===== config.mk =====
export PLATFORM = sky130hd
export DESIGN_NAME = alu_vector_sequencer
export DESIGN_NICKNAME = d
export VERILOG_FILES = /design/src/rtl/alu_vector_sequencer.sv
export SDC_FILE = /design/constraint.sdc
export NUM_CORES = 1
export LEC_CHECK = 0
export BUFFER_PORTS_ARGS = -buffer_cell sky130_fd_sc_hd__buf_2
export CORE_ASPECT_RATIO = 1.75
export CORE_MARGIN = 8
export CORE_UTILIZATION = 55
export DETAILED_ROUTE_END_ITERATION = 8
export HOLD_SLACK_MARGIN = 0.08
export PLACE_DENSITY = 0.72
export SLEW_MARGIN = 20
export SYNTH_ARGS = -nofsm -noshare
export SYNTH_HDL_FRONTEND = slang
export SYNTH_SLANG_ARGS = --single-unit

===== constraint.sdc =====
create_clock -name clk -period 9.2 [get_ports clk]
set_input_delay 2.3 -clock clk [delete_from_list [all_inputs] [get_ports clk]]
set_output_delay 2.3 -clock clk [all_outputs]
set_load 0.05 [all_outputs]

===== src/rtl/alu_vector_sequencer.sv =====
// Programmable ALU vector player: plays a table of {op, A, B, CI} to an ALU and
// checks results after LATENCY cycles. Define ALU_SEQ_FIRST_FAIL_EN for first-mismatch capture.
module alu_vector_sequencer #(
    parameter int DATA_WIDTH = 11,
    parameter int DEPTH      = 16,
    parameter int LATENCY    = 1,
    localparam int ADDR_W    = $clog2(DEPTH)
) (
    input  logic                  clk,
    input  logic                  reset,
    input  logic                  wr_en,
    input  logic [ADDR_W-1:0]     wr_addr,
    input  logic [1:0]            wr_op,
    input  logic [DATA_WIDTH-1:0] wr_a,
    input  logic [DATA_WIDTH-1:0] wr_b,
    input  logic                  wr_ci,
    input  logic [DATA_WIDTH-1:0] wr_exp,
    input  logic                  start,
    input  logic [ADDR_W:0]       num_vec,
    input  logic                  hold,
    input  logic [DATA_WIDTH-1:0] res_in,
    output logic [1:0]            i_out,
    output logic [DATA_WIDTH-1:0] a_out,
    output logic [DATA_WIDTH-1:0] b_out,
    output logic                  c_out,
    output logic                  vec_valid,
    output logic                  busy,
    output logic                  done,
    output logic                  pass,
    output logic [ADDR_W:0]       err_cnt
`ifdef ALU_SEQ_FIRST_FAIL_EN
    ,
    output logic [ADDR_W-1:0]     fail_idx,
    output logic [DATA_WIDTH-1:0] fail_res
`endif
);
    localparam int LMAX = (LATENCY > 0) ? LATENCY : 1;

    typedef enum logic [1:0] {S_IDLE, S_RUN, S_DRAIN, S_DONE} state_t;
    state_t state, state_nx;

    logic [1:0]            tab_op  [DEPTH];
    logic [DATA_WIDTH-1:0] tab_a   [DEPTH];
    logic [DATA_WIDTH-1:0] tab_b   [DEPTH];
    logic                  tab_ci  [DEPTH];
    logic [DATA_WIDTH-1:0] tab_exp [DEPTH];

    logic [ADDR_W:0]       index, count, count_nx;
    logic [3:0]            drain_cnt;
    logic [DATA_WIDTH-1:0] exp_reg;
    logic                  idle_like, wr_acc, start_acc, issue, fwd, mismatch;
    logic [ADDR_W-1:0]     rd_idx;
    logic [1:0]            rd_op;
    logic [DATA_WIDTH-1:0] rd_a, rd_b, rd_exp;
    logic                  rd_ci;

    logic                  pipe_v [LMAX];
    logic [DATA_WIDTH-1:0] pipe_e [LMAX];
    logic                  tap_v;
    logic [DATA_WIDTH-1:0] tap_e;

    assign idle_like = (state == S_IDLE) || (state == S_DONE);
    assign wr_acc    = wr_en && idle_like;
    assign start_acc = start && idle_like;
    assign count_nx  = (num_vec > (ADDR_W+1)'(DEPTH)) ? (ADDR_W+1)'(DEPTH) : num_vec;
    // The start cycle itself issues entry 0 so the first vector shows up one cycle after start.
    assign issue     = !hold && ((start_acc && (count_nx != '0)) ||
                                 ((state == S_RUN) && (index != count)));
    assign rd_idx    = start_acc ? '0 : index[ADDR_W-1:0];

    // A table write coinciding with the read is forwarded so same-cycle loads are seen.
    assign fwd    = wr_acc && (wr_addr == rd_idx);
    assign rd_op  = fwd ? wr_op  : tab_op[rd_idx];
    assign rd_a   = fwd ? wr_a   : tab_a[rd_idx];
    assign rd_b   = fwd ? wr_b   : tab_b[rd_idx];
    assign rd_ci  = fwd ? wr_ci  : tab_ci[rd_idx];
    assign rd_exp = fwd ? wr_exp : tab_exp[rd_idx];

    assign busy = (state == S_RUN) || (state == S_DRAIN);
    assign done = (state == S_DONE);
    assign pass = done && (err_cnt == '0);

    always_ff @(posedge clk) begin
        if (wr_acc) begin
            tab_op[wr_addr]  <= wr_op;
            tab_a[wr_addr]   <= wr_a;
            tab_b[wr_addr]   <= wr_b;
            tab_ci[wr_addr]  <= wr_ci;
            tab_exp[wr_addr] <= wr_exp;
        end
    end

    always_comb begin
        state_nx = state;
        case (state)
            S_IDLE, S_DONE: if (start) state_nx = (count_nx == '0) ? S_DONE : S_RUN;
            S_RUN:          if (index == count) state_nx = (LATENCY == 0) ? S_DONE : S_DRAIN;
            S_DRAIN:        if (drain_cnt == '0) state_nx = S_DONE;
            default:        state_nx = S_IDLE;
        endcase
    end

    always_ff @(posedge clk) begin
        if (reset) begin
            state     <= S_IDLE;
            index     <= '0;
            count     <= '0;
            drain_cnt <= '0;
            i_out     <= '0;
            a_out     <= '0;
            b_out     <= '0;
            c_out     <= 1'b0;
            exp_reg   <= '0;
            vec_valid <= 1'b0;
            err_cnt   <= '0;
        end else begin
            state     <= state_nx;
            vec_valid <= issue;
            if (start_acc) count <= count_nx;
            if (issue) begin
                i_out   <= rd_op;
                a_out   <= rd_a;
                b_out   <= rd_b;
                c_out   <= rd_ci;
                exp_reg <= rd_exp;
                index   <= start_acc ? (ADDR_W+1)'(1) : index + 1'b1;
            end else if (start_acc) begin
                index <= '0;
            end
            if ((state == S_RUN) && (index == count)) drain_cnt <= 4'(LMAX - 1);
            else if ((state == S_DRAIN) && (drain_cnt != '0)) drain_cnt <= drain_cnt - 1'b1;
            if (start_acc) err_cnt <= '0;
            else if (mismatch) err_cnt <= err_cnt + 1'b1;
        end
    end

    // Check pipeline shifts every cycle; hold only gates issue, not result timing.
    always_ff @(posedge clk) begin
        if (reset) begin
            for (int i = 0; i < LMAX; i++) begin
                pipe_v[i] <= 1'b0;
                pipe_e[i] <= '0;
            end
        end else begin
            pipe_v[0] <= vec_valid;
            pipe_e[0] <= exp_reg;
            for (int i = 1; i < LMAX; i++) begin
                pipe_v[i] <= pipe_v[i-1];
                pipe_e[i] <= pipe_e[i-1];
            end
        end
    end

    always_comb begin
        tap_v = pipe_v[LMAX-1];
        tap_e = pipe_e[LMAX-1];
        if (LATENCY == 0) begin
            tap_v = vec_valid;
            tap_e = exp_reg;
        end
    end

    assign mismatch = tap_v && (res_in != tap_e);

`ifdef ALU_SEQ_FIRST_FAIL_EN
    logic [ADDR_W-1:0] idx_reg;
    logic [ADDR_W-1:0] pipe_i [LMAX];
    logic [ADDR_W-1:0] tap_i;

    assign tap_i = (LATENCY == 0) ? idx_reg : pipe_i[LMAX-1];

    always_ff @(posedge clk) begin
        if (reset) begin
            idx_reg  <= '0;
            fail_idx <= '0;
            fail_res <= '0;
            for (int i = 0; i < LMAX; i++) pipe_i[i] <= '0;
        end else begin
            if (issue) idx_reg <= rd_idx;
            pipe_i[0] <= idx_reg;
            for (int i = 1; i < LMAX; i++) pipe_i[i] <= pipe_i[i-1];
            if (start_acc) begin
                fail_idx <= '0;
                fail_res <= '0;
            end else if (mismatch && (err_cnt == '0)) begin
                fail_idx <= tap_i;
                fail_res <= res_in;
            end
        end
    end
`endif
endmodule

## Word level (Yosys, flattened, before mapping)

Memory sizes are Yosys's and may differ from the RTL's. A register that Yosys moved wholly into a read port is not among the register bits.
Cells that the tools add are included.

| operators by class | value |
|---|---|
| mux-type cells | 19 |
| eq/ne operators | 9 |
| $add $sub $neg | 3 |
| reductions and logical operators | 26 |
| $lt $le $gt $ge | 1 |

Operators with widths:

| cell | count |
|---|---|
| 5-bit two-way mux | 4 |
| 11-bit two-way mux | 1 |
| 11-bit inequality test | 1 |
| 11-bit OR reduction | 1 |
| 5-bit by 1-bit adder with 5-bit output (second input constant) | 2 |
| 5-bit zero test | 2 |
| 1-bit logical AND | 9 |
| 1-bit two-way mux | 8 |
| 2-bit two-way mux | 4 |
| 2-bit one-hot mux with 3 select lines | 1 |
| 2-bit OR reduction | 3 |
| 5-bit equality test | 1 |
| 5-bit > comparator (second input constant) | 1 |
| 5-bit inequality test | 1 |
| 5-bit nonzero test | 1 |
| 2-bit equality test (second input constant) | 2 |
| 4-bit zero test | 1 |
| 4-bit two-way mux | 1 |
| 2-bit by 1-bit inequality test with 1-bit output (second input constant) | 2 |
| 4-bit nonzero test | 1 |
| 4-bit by 1-bit subtractor with 4-bit output (second input constant) | 1 |
| 1-bit logical OR | 3 |
| 3-bit AND reduction | 1 |
| 2-bit by 1-bit equality test with 1-bit output (second input constant) | 1 |
| other kinds (5) | 5 |

| storage, ports and cells | value |
|---|---|
| bits in writable memories | 588 |
| logic and storage cells | 71 |
| register bits | 22 |
| input port bits | 61 |
| memories kept | 7 |

Memories:

| memory | depth | bits a word | rd ports | clocked after Yosys merged registers in | wr ports | line | RTL |
|---|---|---|---|---|---|---|---|
| tab_a | 16 | 11 | 1 | 1 | 1 | 43 | `logic [DATA_WIDTH-1:0] tab_a [DEPTH];` |
| tab_b | 16 | 11 | 1 | 1 | 1 | 44 | `logic [DATA_WIDTH-1:0] tab_b [DEPTH];` |
| tab_exp | 16 | 11 | 1 | 1 | 1 | 46 | `logic [DATA_WIDTH-1:0] tab_exp [DEPTH];` |
| tab_op | 16 | 2 | 1 | 1 | 1 | 42 | `logic [1:0] tab_op [DEPTH];` |
| tab_ci | 16 | 1 | 1 | 1 | 1 | 45 | `logic tab_ci [DEPTH];` |
| pipe_e | 1 | 11 | 1 | 0 | 1 | 58 | `logic [DATA_WIDTH-1:0] pipe_e [LMAX];` |
| 1 more memories | -- | -- | -- | -- | -- | -- |  |

## Longest topological paths before layout

Gate-level depths: netlist (run 1).

| logic depth | value |
|---|---|
| depth after elaboration | 7 |
| gate-level depth with buffers | 11 |

## Worst setup path before layout (run 1)

OpenSTA, ideal clock, no wires.

| path | value |
|---|---|
| kind | input-to-reg |
| start | input port wr_en |
| end | memory tab_a[0][0] (enable) |
| stages | 3 |
| arrival | 5218 ps |
| path buffers | 0 |
| data required time | 8726 ps |
| path slack | 3508 ps |
| cell sequence | nand2_1 -> or3_1 -> nor3_1 |

| between the ends | value |
|---|---|
| cells in the longest elaborated chain, start to end | 3 |

RTL lines:

| what | line | RTL |
|---|---|---|
| start, declared | 11 | `input logic wr_en,` |
| 1-bit logical AND | 63 | `assign wr_acc = wr_en && idle_like;` |
| 1-bit two-way mux | 84 | `if (wr_acc) begin` |
| 1-bit two-way mux (not written as such) | 86 | `tab_a[wr_addr] <= wr_a;` |
| end, declared | 43 |  |

No other way between the ends.

## Worst setup path in the final report (run 1)

| path | value |
|---|---|
| start | input port start |
| end | register b_out[7] (read register of tab_b) |

| between the ends | value |
|---|---|
| cells in the longest elaborated chain, start to end | 4 |
| elaborated cells between the ends (all ways) | 5 |
| those cells by class | 1 x mux; 4 x reduce/logical |

RTL lines:

| what | line | RTL |
|---|---|---|
| start, declared | 18 | `input logic start,` |
| 1-bit logical AND (*) | 64 | `assign start_acc = start && idle_like;` |
| 1-bit logical AND | 67 | `assign issue = !hold && ((start_acc && (count_nx != '0)) \|\|` |
| 1-bit logical OR | 67 |  |
| 1-bit logical AND | 67 |  |
| end, declared | 24 | `output logic [DATA_WIDTH-1:0] b_out,` |

Every way passes the cells marked *; elsewhere a longest branch is shown, timed or not.
A chain may end at the register's enable or synchronous reset.

==> out/qor.yml, run 1 <==
irDropWorstVdd_v: 0.000156
reg2reg_slack_ns: 4.88
end_kind: "flop"
r2r_start: "index[2]"
clk_pin_slew_worst_paths_ns: 0.07
maxCapViolCount: 0
drc_errors: 0
start_util_pct: 55.4
timing.rr.end: "exp_reg[4]"
die-area_mm2: 0.0534
die_h_um: 300
postCtsHoldBufs: 0
max_slew_margin_pct: 34.1
reg.largest.list: "tab_a (176), tab_b (176), tab_exp (176)"
setup-tns-final_ns: 0
startpoint: "start"
synthSimpleGateAreaFrac_pct: 5.29
hp-class: "flop to flop"
clk_path_buf_depth: 3
top_usage_layer: "met2"
portBuffers: 94
synth-seq-cells: 646
synth-compound-area-share_pct: 9.81
synth-edff-count: 576
yosys-top-cells-area: "edfxtp_1 (68%), dfxtp_1 (5.5%), mux2i_1 (5.1%)"
clock_latency_ns: 0.60
syn_avg_cell_area_um2: 15.5
core_area_mm2: 0.0457
rsz0062_at_grt: "false"
synth_top_family_by_area: "compound AO/OA/AOI/OAI gates"
synth_top_area_share_pct: 68.4
final_util_pct: 61.8
synth_cell_type_count: 56
grt_max_degree: 59
switching_power_w: 0.00184
synth_top_area_cell: "edfxtp_1"
reg2reg_depth: 8
worstMarginPinSlew_ns: 0.987
cts_resized: 0
h-tree-depth: 2
io_pins: 95
async_reset_ff_share_pct: 0
post-cts-setup-buffers: 0
p_per_area_mw_per_mm2: 239
syn_to_final_growth_pct: 11.6
die_width_um: 178
routedWlPerCell_um: 27.2
yosysMostFrequentCell: "edfxtp_1"
slew_viol_final: 0
yosys-top-cells-count: "edfxtp_1 (576), mux2i_1 (129), o22ai_1 (118)"
met1_usage_pct: 26.6
final_nets: 1777
synthesis.nets: 1698
grt_use_total_pct: 23.8
seq_area_frac_synth_pct: 73.9
fp-row-count: 104
clkPwrFrac_pct: 33.6
ant_nets: 0
routed_wirelength_mm: 63.7
min_period_ns: 4.82
power_frac_seq_pct: 50.4
worstPathRequired_ns: 9.73
synth.mux.area_fraction_pct: 7.33
p_int_w: 0.00490
synth_xor_area_share_pct: 0.935
grt_pass1_vias: 15511
finalSetupViolCount: 0
vias: 15017
dpl.hpwl_mm: 33.9
drt_iter0_drc: 1404
grt_antenna_before_repair: 1
yosys.area_share.adder_pct: 0.396
p_leak_nw: 8.88
clock.fmax_ghz: 0.207
start_kind: "primary input"
grt_overflow: 0
use_met2_pct: 42.9
yosys_warnings: 0
fin_skew_ns: 0.0161
cts.sinks: 646
numCtsBuffers: 54
swShare_pct: 27.4
worstPathMaxFanout: 57
netlist_instances: 1629
synth_ff_type: "edfxtp_1"
ctsRootBufferMaster: "clkbuf_16"
crit_end: "b_out[7]"
status: "finished, final reports clean"
critical_path_arrival_ns: 5.35
finalCritPeriodShare_pct: 52.4
pwr-share-comb_pct: 16.0
first_pass_iters: 5
cts_tree: "built"
gp_congestion: 0.788
crit_type: "primary input to flop"
globalRouteMet3Util_pct: 3.36
grt_first_pass_wirelength_mm: 94.6
netlist_area_mm2: 0.0253
drive_gt1_share_pct: 18.2
viasPerCell: 6.42
hold_viol: 0
## critical path, stage by stage
cell and delay, ns:
buf_2 0.37, nand2_1 0.52, nand2_2 0.52, buf_4 0.68
o22ai_1 0.19, a221oi_1 0.40, nor4_2 0.11, o21ai_1 0.15
## through the flow
| stage | total power [W] | setup WS, ns | instances | area (um2) | hold WS, ns |
|---|---|---|---|---|---|
| 2_1_floorplan | 0.00419 | 3.51 | 1629 | 25300 | 0.416 |
| 3_3_place_gp | 0.00450 | 4.02 | 2234 | 26400 | 0.425 |
| 3_5_place_dp | 0.00454 | 3.87 | 2235 | 26400 | 0.428 |
| 4_1_cts | 0.00677 | 4.43 | 2337 | 28200 | 0.438 |
| 5_1_grt | 0.00697 | 4.24 | 2338 | 28200 | 0.464 |
| 6_report | 0.00675 | 4.38 | 2339 | 28200 | 0.436 |
## area by class of cell
type / instances / area [um2]
antenna: 2 / 5.00
clock buffer: 78 / 1540
clock inverter: 24 / 231
fill: 3336 / 17400
inverter: 23 / 87.6
multi-input combinational: 852 / 6170
sequential: 646 / 18700
tap: 583 / 729
timing repair buffer: 131 / 756
## kinds of logic after synthesis
family / after synthesis
flip-flops: 646
AO/OA/AOI/OAI: 373
AND/OR/NAND/NOR: 265
multiplexers: 179
buffers and inverters: 131
XOR/XNOR: 27
adder cells (fa/ha/maj): 8
## cell usage in the layout, fill, tap and decap left out, types with 15 or more instances in the layout
cell type,Yosys,layout
nand2b_1,15,15
a221oi_1,25,25
nand3_1,17,15
a21oi_1,46,46
inv_1,21,21
mux2_2,50,50
dfxtp_1,70,68
nor4_2,18,18
o21ai_1,25,25
o22ai_1,118,118
clkbuf_16,0,55
buf_2,38,94
clkbuf_1,58,15
o21ai_0,67,67
mux2i_1,129,129
edfxtp_1,576,576
nor2_1,107,93
xnor2_1,22,22
nand2_1,60,58
o221ai_1,34,34
buf_4,5,36
## layer usage
layer / routed length, um / up-vias
met2: 33800 / 675
met3: 4590 / 180
li1: - / 6584
met4: 3070 / 0
met1: 22200 / 7578
met5: 0 / -
## worst min-delay path by stage
stage / from / end / slack (ns) / cells past startpoint
2_1_floorplan: exp_reg[0] / pipe_e[0][0] / 0.42 / 2
3_3_place_gp: exp_reg[7] / pipe_e[0][7] / 0.43 / 2
5_1_grt: exp_reg[6] / pipe_e[0][6] / 0.46 / 2
3_5_place_dp: exp_reg[7] / pipe_e[0][7] / 0.43 / 2
4_1_cts: exp_reg[5] / pipe_e[0][5] / 0.44 / 2
6_report: exp_reg[7] / pipe_e[0][7] / 0.44 / 2
## power by group through the flow
stage          Sequential [W]  Combinational, W  Clock, W
2_1_floorplan         0.00350          0.000689         0
3_3_place_gp          0.00346           0.00105         0
3_5_place_dp          0.00346           0.00108         0
4_1_cts               0.00340           0.00108   0.00229
5_1_grt               0.00341           0.00116   0.00240
6_report              0.00340           0.00108   0.00227
Note: power is estimated with default switching activity, not from simulation.
==> inputs of run 2 (changes only) <==
==> constraint.sdc (replaced) <==
create_clock -name clk -period 4.83 [get_ports clk]
set_input_delay 1.2075 -clock clk [delete_from_list [all_inputs] [get_ports clk]]
set_output_delay 1.2075 -clock clk [all_outputs]
set_load 0.05 [all_outputs]
==> run 2 against run 1 <==
First-iteration DRC count fell by 10%; register-to-register slack got worse by 3.2 ns; wire length is 1.3% higher; clock skew down 0.0031 ns; largest power group unchanged; critical path depth decreased by 3; critical path type is now flop to output port; via count rose by 0.53%; largest cell class unchanged.
==> out/qor.yml, run 2 (synthesized netlist as in run 1, its figures left out) <==
clkPwrFrac_pct: 35.0  # +1.4 points
setup-tns-final_ns: 0  # unchanged
gp_congestion: 0.799  # +1.4%
post-cts-setup-buffers: 0  # unchanged
hold_viol: 0  # unchanged
vias: 15097  # +0.53%
r2r_start: "index[2]"
cts_resized: 0  # unchanged
crit_type: "flop to output port"
die_width_um: 178  # unchanged
start_kind: "flop"
min-delay-start: "exp_reg[1]"
critical_path_arrival_ns: 2.09  # -3.26 ns
cts.sinks: 646  # unchanged
fin_skew_ns: 0.0130  # -0.00309 ns
drive_gt1_share_pct: 19.1  # +0.87 points
irDropWorstVdd_v: 0.000356  # +130%
cpPeakStageDelay_ns: 0.38  # -0.30 ns
syn_to_final_growth_pct: 12.9
rsz0062_at_grt: "false"
critical-path-top-delay-family: "buffers and inverters"
switching_power_w: 0.00353  # +91%
pwr-share-comb_pct: 15.9  # about the same
min_period_ns: 3.30
core_area_mm2: 0.0457  # unchanged
grt_first_pass_wirelength_mm: 95.3  # +0.74%
grt_antenna_before_repair: 1  # unchanged
ant_nets: 0  # unchanged
timing.rr.end: "a_out[10]"
routed_wirelength_mm: 64.5  # +1.3%
p_int_w: 0.00968  # +98%
p_leak_nw: 9.05  # +1.9%
clk_pin_slew_worst_paths_ns: 0.06  # about the same
max_slew_margin_pct: 34.6  # +0.52 points
worstPathMaxFanout: 20  # -65%
grt_overflow: 0  # unchanged
drt_iter0_drc: 1262  # -10%
viasPerCell: 6.40  # -0.28%
portBuffers: 94  # unchanged
path_cells: "inv_1 -> ha_1 -> buf_4 -> inv_1 -> buf_2"
worstMarginPinSlew_ns: 0.978  # -0.00901 ns
reg2reg_slack_ns: 1.65  # -3.23 ns
postCtsHoldBufs: 0  # unchanged
cts_tree: "built"
hp-class: "flop to flop"
io_pins: 95  # unchanged
power_frac_seq_pct: 49.0  # -1.4 points
clk_path_buf_depth: 3  # unchanged
whs_path_depth: 2  # unchanged
p_total_w: 0.0132  # +96%
swShare_pct: 26.7  # -0.62 points
first_pass_iters: 7  # +2
fp-row-count: 104  # unchanged
cp_common_cell: "inv_1"
slew_viol_final: 0  # unchanged
h-tree-depth: 2  # unchanged
final_common_cell: "edfxtp_1"
die-area_mm2: 0.0534  # unchanged
end_kind: "output port"
grt_use_total_pct: 24.0  # +0.25 points
holdPathEnd: "pipe_e[0][1]"
finalCritPeriodShare_pct: 68.2
reg2reg_depth: 7  # -1
drc_errors: 0  # unchanged
final_nets: 1797  # +1.1%
worstPathRequired_ns: 3.62  # -6.11 ns
status: "finished, final reports clean"
final_cell_mix: "edfxtp_1 (576), mux2i_1 (129), o22ai_1 (118)"
start_util_pct: 55.4  # unchanged
ctsRootBufferMaster: "clkbuf_16"
routedWlPerCell_um: 27.4  # +0.44%
numCtsBuffers: 55  # +1.9%
dpl.hpwl_mm: 37.6  # +11%
die_h_um: 300  # unchanged
p_per_area_mw_per_mm2: 463  # +94%
grt_max_degree: 57  # -3.4%
reg.largest.list: "tab_a (176), tab_b (176), tab_exp (176)"
cp_num_buf_inv: 4  # +2
clock.fmax_ghz: 0.303
grt_pass1_vias: 15565  # +0.35%
maxCapViolCount: 0  # unchanged
slowest_stage: "dfxtp_1"
clock_latency_ns: 0.59  # about the same
finalSetupViolCount: 0  # unchanged
-- run 2: cell types whose count changed in the layout (fill, tap and decap cells not counted), moves of 2 or more --
| cell | previous run | this run |
|---|---|---|
| clkbuf_16 | 55 | 57 |
| inv_6 | 2 | 0 |
| clkinv_1 | 3 | 5 |
| buf_12 | 0 | 5 |
| clkinv_2 | 12 | 10 |
| bufinv_16 | 3 | 8 |
| clkinv_8 | 2 | 0 |
| clkinv_4 | 2 | 0 |
| buf_4 | 36 | 51 |
-- run 2: layout make-up --
cell class	count	area (um2)
Multi-Input combinational cell	852	6160
Clock inverter	24	317
Timing Repair Buffer	150	953
Sequential cell	646	18700
Antenna cell	1	2.50
Inverter	23	86.3
Tap cell	583	729
Fill cell	3221	17100
Clock buffer	79	1590
-- run 2: worst min-delay path, delay by kind of cell, from the launching register on --
| kind | cells | cell delay, ns |
|---|---|---|
| DFF | 1 | 0.30 |
| buffers and inverters | 1 | 0.06 |
| and+or+nand+nor | 1 | 0.04 |
-- run 2: how the worst max path moves through the flow --
stage	start	to	slack (ns)	cells after the start
floorplan	wr_en	tab_a[0][0]	0.23	3
global route	state[0]	busy	1.39	5
finish	state[0]	busy	1.53	5
CTS	state[0]	busy	1.48	5
detailed placement	start	a_out[10]	1.32	7
global placement	start	i_out[0]	1.37	9
-- run 2: layer usage --
layer  up-vias  global-route usage, %  share of wire [%]
met1      7626                   26.9                 35
met5         -                      0                  0
li1       6618                      -                  -
met4         0                   12.9                5.3
met2       666                   43.4                 53
met3       187                   3.21                5.8
-- run 2: power by group through the flow --
stage                     Clock, W  Combinational (W)  Sequential [W]
after floorplan                  0            0.00131         0.00667
after global placement           0            0.00205         0.00659
after detailed placement         0            0.00209         0.00660
after CTS                  0.00467            0.00210         0.00648
after global routing       0.00488            0.00225         0.00649
final                      0.00463            0.00210         0.00648
-- run 2: metrics by stage --
| stage | area [um2] | hold WS (ns) | setup slack [ns] | util [%] | std cells |
|---|---|---|---|---|---|
| global placement | 26600 | 0.428 | 1.37 | 58.3 | 2254 |
| floorplan | 25300 | 0.416 | 0.231 | - | 1629 |
| CTS | 28500 | 0.441 | 1.48 | 62.5 | 2357 |
| global route | 28500 | 0.458 | 1.39 | 62.5 | 2358 |
| detailed placement | 26600 | 0.430 | 1.32 | 58.3 | 2254 |
| finish | 28500 | 0.436 | 1.53 | 62.5 | 2358 |
==> inputs of run 3 (changes only) <==
==> constraint.sdc (replaced) <==
create_clock -name clk -period 3.4 [get_ports clk]
set_input_delay 0.85 -clock clk [delete_from_list [all_inputs] [get_ports clk]]
set_output_delay 0.85 -clock clk [all_outputs]
set_load 0.05 [all_outputs]
==> run 3 against run 2 <==
Cell area is 0.27% higher; sequential share of layout area decreased by 0.18 points; combinational power is 50% higher; critical endpoint is now b_out[2]; non-clock buffer count is 17 higher; register-to-register slack lost 1.3 ns; global-route usage increased by 0.44 points; highest routed layer unchanged; largest power group unchanged; sequential power is 41% higher; core utilization grew 0.17 points; critical path depth increased by 4; final cell count up 0.76%; clock power up 34%; count of clock-buffer cells in the layout decreased by 8.
==> out/qor.yml, run 3 (synthesized netlist as in run 1, its figures left out) <==
status: "finished, final reports clean"
gp_congestion: 0.834  # +4.4%
whs_path_depth: 2  # unchanged
grt_antenna_before_repair: 2  # +1
slew_viol_final: 0  # unchanged
max_slew_margin_pct: 36.8  # +2.2 points
hold_viol: 0  # unchanged
h-tree-depth: 2  # unchanged
grt_max_degree: 55  # -3.5%
drc_errors: 0  # unchanged
start_kind: "flop"
crit_type: "flop to flop"
worstMarginPinSlew_ns: 0.944  # -0.0338 ns
syn_to_final_growth_pct: 13.2
ant_nets: 0  # unchanged
vias: 15359  # +1.7%
min_period_ns: 3.06
final_cell_mix: "edfxtp_1 (576), mux2i_1 (129), o22ai_1 (118)"
r2r_start: "state[0]"
post-cts-setup-buffers: 0  # unchanged
grt_first_pass_wirelength_mm: 97.4  # +2.1%
p_total_w: 0.0185  # +40%
clk_path_buf_depth: 3  # unchanged
holdPathEnd: "pipe_e[0][5]"
nFillCells: 3232  # +0.34%
fin_area_mm2: 0.0286  # +0.27%
cts_resized: 0  # unchanged
place_area_mm2: 0.0268  # +0.76%
reg2reg_depth: 9  # +2
worstPathMaxFanout: 13  # -35%
top_usage_layer: "met2"
portBuffers: 94  # unchanged
end_kind: "flop"
clk_pin_slew_worst_paths_ns: 0.07  # about the same
first_pass_iters: 6  # -1
instances_no_fill: 2376  # +0.76%
numCtsBuffers: 55  # unchanged
io_pins: 95  # unchanged
critical_path_arrival_ns: 3.60  # +1.51 ns
met1_usage_pct: 27.5  # +0.57 points
irDropWorstVdd_v: 0.000366  # +2.7%
viasPerCell: 6.46  # +0.96%
ctsRootBufferMaster: "clkbuf_16"
worstPathRequired_ns: 3.94  # +0.32 ns
grt_pass1_vias: 16006  # +2.8%
hp-class: "flop to flop"
p_leak_nw: 9.09  # +0.45%
timing.rr.end: "b_out[2]"
setup-tns-final_ns: 0  # unchanged
drt_iter0_drc: 1440  # +14%
core_area_mm2: 0.0457  # unchanged
cts.sinks: 646  # unchanged
routedWlPerCell_um: 27.5  # +0.51%
fin_skew_ns: 0.0148  # +0.00178 ns
drive_gt1_share_pct: 19.6  # +0.55 points
final_common_cell: "edfxtp_1"
start_util_pct: 55.4  # unchanged
grt_overflow: 0  # unchanged
finalCritPeriodShare_pct: 90.1
dpl.hpwl_mm: 38.9  # +3.5%
routed_wirelength_mm: 65.3  # +1.3%
reg2reg_slack_ns: 0.34  # -1.31 ns
grt_use_total_pct: 24.5  # +0.44 points
maxCapViolCount: 0  # unchanged
rsz0062_at_grt: "false"
reg.largest.list: "tab_a (176), tab_b (176), tab_exp (176)"
globalRouteMet3Util_pct: 3.33  # +0.11 points
use_met2_pct: 44.5  # +1.2 points
p_per_area_mw_per_mm2: 645  # +39%
min-delay-start: "exp_reg[5]"
final_nets: 1814  # +0.95%
cts_tree: "built"
clock.fmax_ghz: 0.326
clock_latency_ns: 0.60  # about the same
final_util_pct: 62.7  # +0.17 points
finalSetupViolCount: 0  # unchanged
fp-row-count: 104  # unchanged
dp_cells: 2271  # +0.75%
die_width_um: 178  # unchanged
postCtsHoldBufs: 0  # unchanged
die-area_mm2: 0.0534  # unchanged
die_h_um: 300  # unchanged
-- run 3: cell types whose count changed in the layout (fill, tap and decap cells not counted), sizes merged --
cell	delta
bufinv	-4
buf	+17
clkinvlp	+2
inv	+3
clkinv	+7
clkbuf	-8
diode	+1
-- run 3: cell type report --
class	instances	area, um2	share of cell area [%]
Sequential cell	646	18700	65.3
Multi-Input combinational cell	852	6190	21.6
Clock buffer	71	1490	5.20
Timing Repair Buffer	167	1130	3.95
Tap cell	583	729	2.55
Clock inverter	32	290	1.01
Inverter	23	86.3	0.302
Antenna cell	2	5.00	0.0175
-- run 3: routing by layer --
metal | share of wire [%] | wire length (um)
met2 | 53 | 34900
met5 | 0 | 0
met1 | 35 | 22600
met4 | 5.0 | 3250
met3 | 6.9 | 4530
-- run 3: power breakdown --
part | internal, W | switching [W]
clock network | 0.00342 | 0.00278
logic | 0.000991 | 0.00215
registers | 0.00896 | 0.000162
total | 0.0134 | 0.00509
-- run 3: worst max-delay path by stage --
stage / to / start / slack (ns) / cells past startpoint
2_1_floorplan: tab_a[6][0] / state[0] / 0.02 / 6
6_report: b_out[2] / state[0] / 0.34 / 9
3_3_place_gp: b_out[2] / start / 0.53 / 8
4_1_cts: exp_reg[9] / state[0] / 0.42 / 9
3_5_place_dp: exp_reg[9] / start / 0.39 / 8
5_1_grt: b_out[2] / state[0] / 0.19 / 9
-- run 3: critical path, cell delays in order (launching register included) --
cell     delay, ns
dfxtp_1       0.39
inv_1         0.09
ha_1          0.44
and2_1        0.34
nor3_4        0.76
buf_4         0.38
o21ai_0       0.16
o22ai_1       0.24
nor4_1        0.07
o21ai_1       0.13
-- run 3: through the flow --
stage	setup WS, ns	hold WS (ns)
floorplan	0.0192	0.416
global placement	0.535	0.435
detailed placement	0.389	0.434
CTS	0.420	0.445
global route	0.193	0.466
finish	0.336	0.445
